<file path="src/rtl/tiny_eth_pkg.sv">
// tiny_eth shared types and constants.
// Used by the PHY receive front-end and its SFD detector.
package tiny_eth_pkg;

  typedef enum logic [1:0] {
    IDLE,
    PREAMBLE,
    DATA,
    DROP
  } phy_rx_state_e;

  localparam logic [7:0] SFD_BYTE      = 8'hD5;
  localparam logic [7:0] PREAMBLE_BYTE = 8'h55;

endpackage

</file>
<file path="src/rtl/tiny_eth_sfd_detect.sv">
// tiny_eth PHY rx: bit history, preamble length counter
// and start-of-frame delimiter comparator.
module tiny_eth_sfd_detect
  import tiny_eth_pkg::*;
#(
  parameter int         MIN_PREAMBLE_BITS = 16,
  parameter logic [7:0] SFD_PATTERN       = SFD_BYTE
) (
  input  logic rx_clk,
  input  logic rst,
  input  logic serial_in,
  input  logic crs_in,
  input  logic enable,
  output logic sfd_hit
);

  localparam int PW = $clog2(MIN_PREAMBLE_BITS + 1);
  localparam logic [PW-1:0] PMAX = PW'(MIN_PREAMBLE_BITS);

  logic [7:0]    hist;
  logic [7:0]    hist_nxt;
  logic [PW-1:0] pre_cnt;
  logic [PW-1:0] pre_nxt;

  assign hist_nxt = {serial_in, hist[7:1]};
  assign pre_nxt  = (pre_cnt == PMAX) ? PMAX : pre_cnt + 1'b1;

  // pre_cnt saturates, so equality means "long enough"
  assign sfd_hit = enable && crs_in &&
                   (hist_nxt == SFD_PATTERN) &&
                   (pre_nxt == PMAX);

  always_ff @(posedge rx_clk or negedge rst) begin
    if (!rst) begin
      hist    <= '0;
      pre_cnt <= '0;
    end else begin
      hist    <= crs_in ? hist_nxt : '0;
      pre_cnt <= (crs_in && enable) ? pre_nxt : '0;
    end
  end

endmodule

</file>
<file path="src/rtl/tiny_eth_phy_rx.sv">
// tiny_eth PHY receive front-end: SFD hunt and deserializer.
// Optional counters: define TINY_ETH_PHY_RX_STATS_EN.
module tiny_eth_phy_rx
  import tiny_eth_pkg::*;
#(
  parameter int         DATA_W            = 4,
  parameter int         MIN_PREAMBLE_BITS = 16,
  parameter int         MAX_FRAME_WORDS   = 3036,
  parameter logic [7:0] SFD_PATTERN       = SFD_BYTE
) (
  input  logic              rx_clk,
  input  logic              rst,
  input  logic              serial_in,
  input  logic              crs_in,
  output logic [DATA_W-1:0] rx_data,
  output logic              rx_valid,
  output logic              rx_dv,
  output logic              rx_er
`ifdef TINY_ETH_PHY_RX_STATS_EN
  ,
  output logic [15:0]       frame_cnt,
  output logic [15:0]       err_cnt
`endif
);

  localparam int BW = $clog2(DATA_W);
  localparam int WW = $clog2(MAX_FRAME_WORDS + 1);
  localparam logic [BW-1:0] LAST = BW'(DATA_W - 1);
  localparam logic [WW-1:0] WMAX = WW'(MAX_FRAME_WORDS);

  phy_rx_state_e   state;
  logic [DATA_W-2:0] sr;
  logic [BW-1:0]   bit_cnt;
  logic [WW-1:0]   word_cnt;
  logic            hunting;
  logic            in_data;
  logic            sfd_hit;
  logic            word_done;
  logic            err_evt;

  assign hunting   = (state == IDLE) || (state == PREAMBLE);
  assign in_data   = (state == DATA);
  assign word_done = in_data && crs_in && (bit_cnt == LAST);
  // partial word at carrier loss, or one word past the limit
  assign err_evt   = (in_data && !crs_in && (bit_cnt != '0)) ||
                     (word_done && (word_cnt == WMAX));

  tiny_eth_sfd_detect #(
    .MIN_PREAMBLE_BITS (MIN_PREAMBLE_BITS),
    .SFD_PATTERN       (SFD_PATTERN)
  ) u_sfd (
    .rx_clk    (rx_clk),
    .rst       (rst),
    .serial_in (serial_in),
    .crs_in    (crs_in),
    .enable    (hunting),
    .sfd_hit   (sfd_hit)
  );

  always_ff @(posedge rx_clk or negedge rst) begin
    if (!rst) begin
      state    <= IDLE;
      sr       <= '0;
      bit_cnt  <= '0;
      word_cnt <= '0;
      rx_data  <= '0;
      rx_valid <= 1'b0;
      rx_dv    <= 1'b0;
      rx_er    <= 1'b0;
    end else begin
      rx_valid <= 1'b0;
      rx_er    <= err_evt;
      unique case (state)
        IDLE: begin
          if (crs_in) state <= PREAMBLE;
        end
        PREAMBLE: begin
          if (!crs_in) begin
            state <= IDLE;
          end else if (sfd_hit) begin
            state    <= DATA;
            bit_cnt  <= '0;
            word_cnt <= '0;
            rx_dv    <= 1'b1;
          end
        end
        DATA: begin
          if (!crs_in) begin
            rx_dv <= 1'b0;
            state <= IDLE;
          end else if (word_done) begin
            bit_cnt <= '0;
            if (word_cnt == WMAX) begin
              rx_dv <= 1'b0;
              state <= DROP;
            end else begin
              rx_data  <= {serial_in, sr};
              rx_valid <= 1'b1;
              word_cnt <= word_cnt + 1'b1;
            end
          end else begin
            sr      <= {serial_in, sr[DATA_W-2:1]};
            bit_cnt <= bit_cnt + 1'b1;
          end
        end
        DROP: begin
          if (!crs_in) state <= IDLE;
        end
        default: state <= IDLE;
      endcase
    end
  end

`ifdef TINY_ETH_PHY_RX_STATS_EN
  logic clean_end;

  assign clean_end = in_data && !crs_in && (bit_cnt == '0);

  always_ff @(posedge rx_clk or negedge rst) begin
    if (!rst) begin
      frame_cnt <= '0;
      err_cnt   <= '0;
    end else begin
      if (clean_end && (frame_cnt != 16'hFFFF))
        frame_cnt <= frame_cnt + 1'b1;
      if (err_evt && (err_cnt != 16'hFFFF))
        err_cnt <= err_cnt + 1'b1;
    end
  end
`endif

endmodule

</file>
<file path="config.mk">
export PLATFORM = sky130hd
export DESIGN_NAME = tiny_eth_phy_rx
export DESIGN_NICKNAME = d
export VERILOG_FILES = /design/src/rtl/tiny_eth_pkg.sv /design/src/rtl/tiny_eth_sfd_detect.sv /design/src/rtl/tiny_eth_phy_rx.sv
export SDC_FILE = /design/constraint.sdc
export NUM_CORES = 1
export LEC_CHECK = 0
export ABC_AREA = 1
export BUFFER_PORTS_ARGS = -buffer_cell sky130_fd_sc_hd__buf_2
export CAP_MARGIN = 0
export CORE_UTILIZATION = 35
export CTS_CLUSTER_SIZE = 28
export DETAILED_ROUTE_END_ITERATION = 10
export GPL_TIMING_DRIVEN = 0
export PLACE_DENSITY = 0.51
export SLEW_MARGIN = 40
export SYNTH_ARGS = -nofsm -noshare
export SYNTH_HDL_FRONTEND = slang
export SYNTH_SLANG_ARGS = --single-unit
</file>
<file path="constraint.sdc">
create_clock -name rx_clk -period 1.6 [get_ports rx_clk]
set_input_delay 0.24 -clock rx_clk [delete_from_list [all_inputs] [get_ports rx_clk]]
set_output_delay 0.24 -clock rx_clk [all_outputs]
set_load 0.02 [all_outputs]
</file>
==> flow_summary.ini, run 1 <==
[die]
dieArea_um2 = 6170
initial_utilization = 0.368
fp.dieH_um = 78.5
rows = 27
ios = 11
die_x_um = 78.5
coreArea_um2 = 5570

[grt]
grt-ovfl-total = 0
grt_pass1_vias = 1638
gr-usage-all-layers = 0.161
grt_pass1_wl_mm = 7.74
grt_max_degree = 39
antenna_found_initial = 0

[cts]
clockRootBuffer = clkbuf_8
cts_max_level = 2
tritoncts = done
cts_buffers = 5
cts.sinks = 38
cts.path.max_buffers = 2
clkSlewWorstSetupHoldPaths_ns = 0.08
insertion_delay_ns = 0.29

[timing]
grt_setup_unrepaired = true
maxSlewHeadroom = 0.660
period_share = 1.03
timing.fmax_mhz = 604
skew_ns = 0.00946
min_period_ns = 1.65
setup_viol = 14
slew_violations = 0
fin_tns_setup_ns = -0.596
worst_hold_slack_ns = 0.171
worst_pin_slew_ns = 0.510
fin_ws_ns = -0.0549
finalHoldViolCount = 0

[yosys]
syn_inst = 260
synth_top_area_frac = 0.464
ys_seq_area_frac = 0.464
synth_fp_nets = 270
synth_warnings = 0
syn_avg_cell_area_um2 = 7.89
synth_top_area_cell = dfrtp_1
synth.ff_latch_count = 38
netlist_area_um2 = 2050
synth_cell_types = 29
synth_area_leaders = dfrtp_1, nand2_1, nor2_1

[power]
vdd_drop_max_v = 0.000880
power.share.clock = 0.321
intPower_uw = 2130
total_power_uw = 3160
cellPowerDensity_nw_per_um2 = 1230
pwr-share-comb = 0.298
swShare = 0.326
power_frac_seq = 0.380
p_switching_uw = 1030
p_leak_uw = 0.00124

[setup_path]
critPathKind = reg2reg
cp.arrival_ns = 1.83
crit_fanout = 3
cp_data_required_time_ns = 1.78
path_cells = ha_2 -> buf_4 -> nand3_2 -> nand2_2 -> nand2_2 -> nor2_4 -> nand3_2 -> nand2_4 -> nand3_4 -> buf_4 -> nand2_1 -> nand2_1
cp_slowest_stage_delay_ns = 0.39
slowest_stage = dfrtp_1
crit_path_end_kind = register
critPathLaunchType = register

[detailed_routing]
vias_per_cell = 4.59
wl_mm = 4.36
dr.pass1.iters = 4
vias = 1690
antenna_left = 0
wl_per_cell_um = 11.8
drc = 0
drt_iter0_drc = 95

[run]
maxCapViolations = 0

[placement]
io_buffers = 10
dp_worst_setup_slack_ns = -0.158
hpwl_mm = 2.79
gp_congestion = 0.778
dpl_cell_area_um2 = 2190

[cells_and_area]
num-nets-final = 305
fillers = 569
drive_gt1_frac = 0.264
regArea_um2 = 951
area_growth_pct = 25.1
multiInputGateArea_um2 = 1010
n_antenna_cell = 0
final_cell_area_um2 = 2560

[outcome]
failed_checks = setup timing
status = finished, violations left

[hold_path]
hp-class = in2reg
worst paths after layout:
check	startpoint	end	slack, ns	cells past startpoint
worst max-delay path	u_sfd.pre_cnt[1]	word_cnt[6]	-0.05	12
worst min-delay path	serial_in	u_sfd.hist[7]	0.17	3
worst max register to register	u_sfd.pre_cnt[1]	word_cnt[6]	-0.05	12
worst min register to register	u_sfd.hist[7]	u_sfd.hist[6]	0.47	2
max in group asynchronous	rst	word_cnt[6]	0.78	2
min in group asynchronous	rst	word_cnt[4]	0.45	2
state kept, by name, indices dropped and copies added, names as in the netlist:
register       cells
bit_cnt            2
rx_data            4
rx_dv              1
sr                 3
rx_er              1
rx_valid           1
state              2
u_sfd.hist         7
u_sfd.pre_cnt      5
word_cnt          12
power by group through the flow:
stage          Clock (uW)  Combinational (uW)  Sequential, uW
3_3_place_gp            0                 724            1220
4_1_cts              1040                 896            1200
5_1_grt              1080                1060            1220
2_1_floorplan           0                 530            1220
3_5_place_dp            0                 730            1220
6_report             1020                 943            1200
critical path, delay by kind of cell (launching register included):
| kind | cells | cell delay (ns) |
|---|---|---|
| buf+inv | 2 | 0.26 |
| flops | 1 | 0.39 |
| fa+ha+maj | 1 | 0.20 |
| simple gates | 9 | 0.69 |
Yosys cell counts:
cell and count:
nor2_2 2, buf_6 2, nand3_2 1, o21a_1 1
ha_1 6, xor2_1 5, o211ai_1 1, nor3b_1 1
buf_4 1, o22ai_1 1, clkbuf_1 2, nor2_1 34
nand4_1 13, nand2_4 3, xnor2_1 2, inv_2 2
nor2_4 3, a21oi_1 1, nand3_1 8, o21ai_0 9
buf_2 1, inv_1 33, nor3_1 2, a21boi_1 1
o21bai_1 3, nand2_2 1, dfrtp_1 38, nand3_4 1
nand2_1 82
cell type report:
class / count / share of cell area
multi-input cells: 181 / 0.395
plain buffers: 6 / 0.0166
flip-flops and latches: 38 / 0.371
clock inverters: 2 / 0.0234
clock buffers: 6 / 0.0322
inverters: 35 / 0.0512
repair buffers: 28 / 0.0756
well taps: 72 / 0.0351
per-stage QoR:
step            util  std cells
4_1_cts        0.450        365
3_3_place_gp   0.393        342
2_1_floorplan      -        260
6_report       0.460        368
5_1_grt        0.460        368
3_5_place_dp   0.393        342
layer usage:
layer  track usage  routed length, um  vias up  part of all wire
met2         0.247               2010       19              0.46
met1         0.218               2160      790              0.50
met4        0.0611                 57        0             0.013
li1              -                  -      877                 -
met5             0                  0        -                 0
met3        0.0384                131        4             0.030
cells by family (layout without fill, tap and decap cells):
group           Yosys count  count (layout)  share of synthesized area
compound gates           17              17                     0.0494
xor+xnor                  7               7                     0.0299
fa+ha+maj                 6               6                     0.0366
buf+inv                  41              77                     0.0848
flops                    38              38                      0.464
simple gates            151             151                      0.336
cells in the final DEF (no fill, tap or decap), drive strengths merged:
cell type	count
a21boi	1
a21oi	1
buf	31
bufinv	2
clkbuf	8
dfrtp	38
dlygate4sd3	1
ha	6
inv	35
nand2	86
nand3	10
nand4	13
nor2	39
nor3	2
nor3b	1
o211ai	1
o21a	1
o21ai	9
o21bai	3
o22ai	1
xnor2	2
xor2	5
timing repair:
item | 4_1_cts | 5_1_grt
setup buffers | 13 | 3
pin swaps | 12 | 10
gates cloned | 1 | 0
endpoints found under the hold margin | 38 | 0
setup endpoints to repair | 17 | 17
resized for setup | 20 | 12
hold buffers | 1 | 0
Note: power is estimated with default switching activity, not from simulation.
==> inputs of run 2 (changes only) <==
Settings changed: SYNTH_HIERARCHICAL from default to 1.
==> run 2 against run 1 <==
Compared with the run above:
- the flow still finishes with violations (setup timing)
- wire length decreased by 8.7%
- worst hold slack about the same
- synthesized area decreased by 3.2%
- worst setup slack got worse by 0.26 ns
- design area decreased by 6.7%
- fmax decreased by 14%
- global-route usage decreased by 1.3 points
- clock power decreased by 32%
- combinational power decreased by 29%
- sequential share of layout area increased by 2.7 points
- flip-flop and latch count unchanged
- register-to-register slack got worse by 0.26 ns
- largest power group unchanged
- highest routed layer unchanged
==> flow_summary.ini, run 2 <==
[setup_path]
cp_slowest_stage_delay_ns = 0.43
slowest_stage = dfrtp_1
worst_r2r_startpoint = u_sfd/pre_cnt[0]
crit_path_frequent_cell = nand2_1
cp_num_cells = 16
r2r_slack_ns = -0.31
reg2reg_depth = 16
crit_path_end_kind = register
crit_start = u_sfd/pre_cnt[0]
crit_fanout = 5
crit_path_end = word_cnt[1]
critPathLaunchType = register
path_cells = inv_2 -> ha_4 -> nand2_2 -> inv_2 -> nand2_2 -> o21ai_1 -> nand4_1 -> nor2_1 -> nand2_1 -> nand2_1 -> nand3b_1 -> inv_2 -> nand2_4 -> clkbuf_16 -> nand2_1 -> nand2_1
cp.arrival_ns = 2.10
cp_data_required_time_ns = 1.79
crit_buf_inv = 4
critPathKind = reg2reg
worstReg2RegEnd = word_cnt[1]
crit_family = simple AND/OR/NAND/NOR gates

[detailed_routing]
vias_per_cell = 4.57
drc = 0
dr.pass1.iters = 4
wl_mm = 3.98
wl_per_cell_um = 11.2
drt_iter0_drc = 80
vias = 1626
antenna_left = 0

[yosys]
synth_top_area_cell = dfrtp_1
async_flop_share = 1.00
syn_inst = 255
synth.ff_latch_count = 38
ys_seq_area_frac = 0.479
synth_fp_nets = 265
synth_ff_type = dfrtp_1
synth_top_area_frac = 0.479
synth_area_leaders = dfrtp_1, nand2_1, inv_1
synth_cell_types = 25
netlist_area_um2 = 1980
syn_avg_cell_area_um2 = 7.78
synth.most_common_cell = nand2_1
yosys-top-cells-count = nand2_1, dfrtp_1, inv_1
synth_edf_count = 0
synth_warnings = 6

[die]
coreArea_um2 = 5470
fp.dieH_um = 77.3
die_x_um = 77.3
dieArea_um2 = 5970
initial_utilization = 0.363
ios = 11
rows = 27

[power]
swShare = 0.326
power.share.clock = 0.276
pwr-share-comb = 0.266
cellPowerDensity_nw_per_um2 = 1050
intPower_uw = 1690
power_frac_seq = 0.459
p_leak_uw = 0.00127
p_switching_uw = 819
vdd_drop_max_v = 0.000473

[cts]
cts_max_level = 2
clockRootBuffer = clkbuf_8
cts_buffers = 5
clkSlewWorstSetupHoldPaths_ns = 0.08
cts.sinks = 38
insertion_delay_ns = 0.29
cts.path.max_buffers = 2
tritoncts = done

[timing]
slew_violations = 0
fin_tns_setup_ns = -3.96
worst_pin_slew_ns = 0.495
fin_ws_ns = -0.314
timing.fmax_mhz = 523
finalHoldViolCount = 0
skew_ns = 0.00820
period_share = 1.20
maxSlewHeadroom = 0.670
min_period_ns = 1.91
setup_viol = 15
grt_setup_unrepaired = true

[cells_and_area]
largest_registers = word_cnt: 12 flops, u_sfd/hist: 7 flops, u_sfd/pre_cnt: 5 flops
n_antenna_cell = 0
largest_reg_flops = 12
largest_register = word_cnt
layout_common_cells = nand2_1, dfrtp_1, inv_1
area_growth_pct = 20.6
fin_util = 0.437
drive_gt1_frac = 0.222
final_common_cell = nand2_1
num-nets-final = 293

[hold_path]
min_from = serial_in
hp-class = in2reg

[grt]
gr-usage-all-layers = 0.148
grt-ovfl-total = 0
grt_pass1_vias = 1512
grt_pass1_wl_mm = 6.87
grt_max_degree = 39
antenna_found_initial = 0

[placement]
io_buffers = 10
gp_congestion = 0.770
hpwl_mm = 2.70

[outcome]
failed_checks = setup timing
status = finished, violations left

[run]
maxCapViolations = 0
-- run 2: changes by cell type after synthesis, moves of 3 or more --
cell	delta
nand2_1	+7
nand3_1	+4
nand2_2	+3
inv_1	+4
nor2_1	-10
nand4_1	-7
-- run 2: worst min path at each step --
stage                    end  slack [ns]  depth (start not counted)
4_1_cts        u_sfd/hist[7]        0.16                          3
3_5_place_dp     word_cnt[5]        0.25                          1
6_report       u_sfd/hist[7]        0.17                          3
3_3_place_gp     word_cnt[6]        0.42                          1
5_1_grt        u_sfd/hist[7]        0.17                          3
2_1_floorplan     bit_cnt[0]       -0.06                          0
-- run 2: cell type report --
| cell class | instances | area (um^2) |
|---|---|---|
| multi-input cells | 175 | 925 |
| repair buffers | 21 | 159 |
| clock buffers | 6 | 82.6 |
| flip-flops and latches | 38 | 951 |
| well taps | 72 | 90.1 |
| plain buffers | 3 | 27.5 |
| fillers | 577 | 3080 |
| inverters | 39 | 146 |
| clock inverters | 2 | 12.5 |
-- run 2: repair_timing --
item                                    4_1_cts  5_1_grt
resized for setup                             4       16
cloned                                        0        1
hold buffers                                  1        0
endpoints found under the setup margin       16       21
hold endpoints to repair                     38        0
pin swaps                                     2        6
buffers inserted                              7        2
-- run 2: stage by stage --
| step | area (um^2) | cells | hold slack (ns) | total power, uW | setup slack (ns) |
|---|---|---|---|---|---|
| final | 2390 | 356 | 0.171 | 2510 | -0.314 |
| after global routing | 2390 | 356 | 0.170 | 2690 | -0.472 |
| after CTS | 2310 | 353 | 0.163 | 2470 | -0.282 |
| after floorplan | 2000 | 255 | -0.0556 | 1550 | -0.123 |
| after global placement | 2140 | 337 | 0.418 | 1690 | -0.337 |
| after detailed placement | 2140 | 337 | 0.253 | 1690 | -0.368 |
-- run 2: layer usage --
metal	share of wire	vias up	routed length (um)	GRT usage
met4	0.020	0	79	0.0679
met1	0.50	756	2000	0.199
met3	0.032	7	127	0.0357
met2	0.44	23	1770	0.222
met5	0	-	0	0
li1	-	840	-	-
-- run 2: cells by family (layout without fill, tap and decap cells) --
| logic type | after synthesis | after routing | synth area share |
|---|---|---|---|
| adder cells (fa/ha/maj) | 6 | 6 | 0.0378 |
| XOR/XNOR | 3 | 3 | 0.0132 |
| AND/OR/NAND/NOR | 149 | 149 | 0.337 |
| buffers and inverters | 42 | 71 | 0.0857 |
| flip-flops | 38 | 38 | 0.479 |
| AO/OA/AOI/OAI | 17 | 17 | 0.0473 |
-- run 2: worst reg2reg max path, cell delays in order, from the launching register on --
cell	delay (ns)
dfrtp_1	0.43
inv_2	0.10
ha_4	0.12
nand2_2	0.04
inv_2	0.04
nand2_2	0.06
o21ai_1	0.09
nand4_1	0.09
nor2_1	0.12
nand2_1	0.10
nand2_1	0.07
nand3b_1	0.11
inv_2	0.10
nand2_4	0.08
clkbuf_16	0.16
nand2_1	0.05
nand2_1	0.05
-- run 2: power groups by stage --
stage	Sequential, uW	Combinational, uW	Clock (uW)
after floorplan	1160	389	0
after global placement	1170	517	0
after detailed placement	1170	524	0
after CTS	1150	599	725
after global routing	1170	753	772
final	1150	667	693
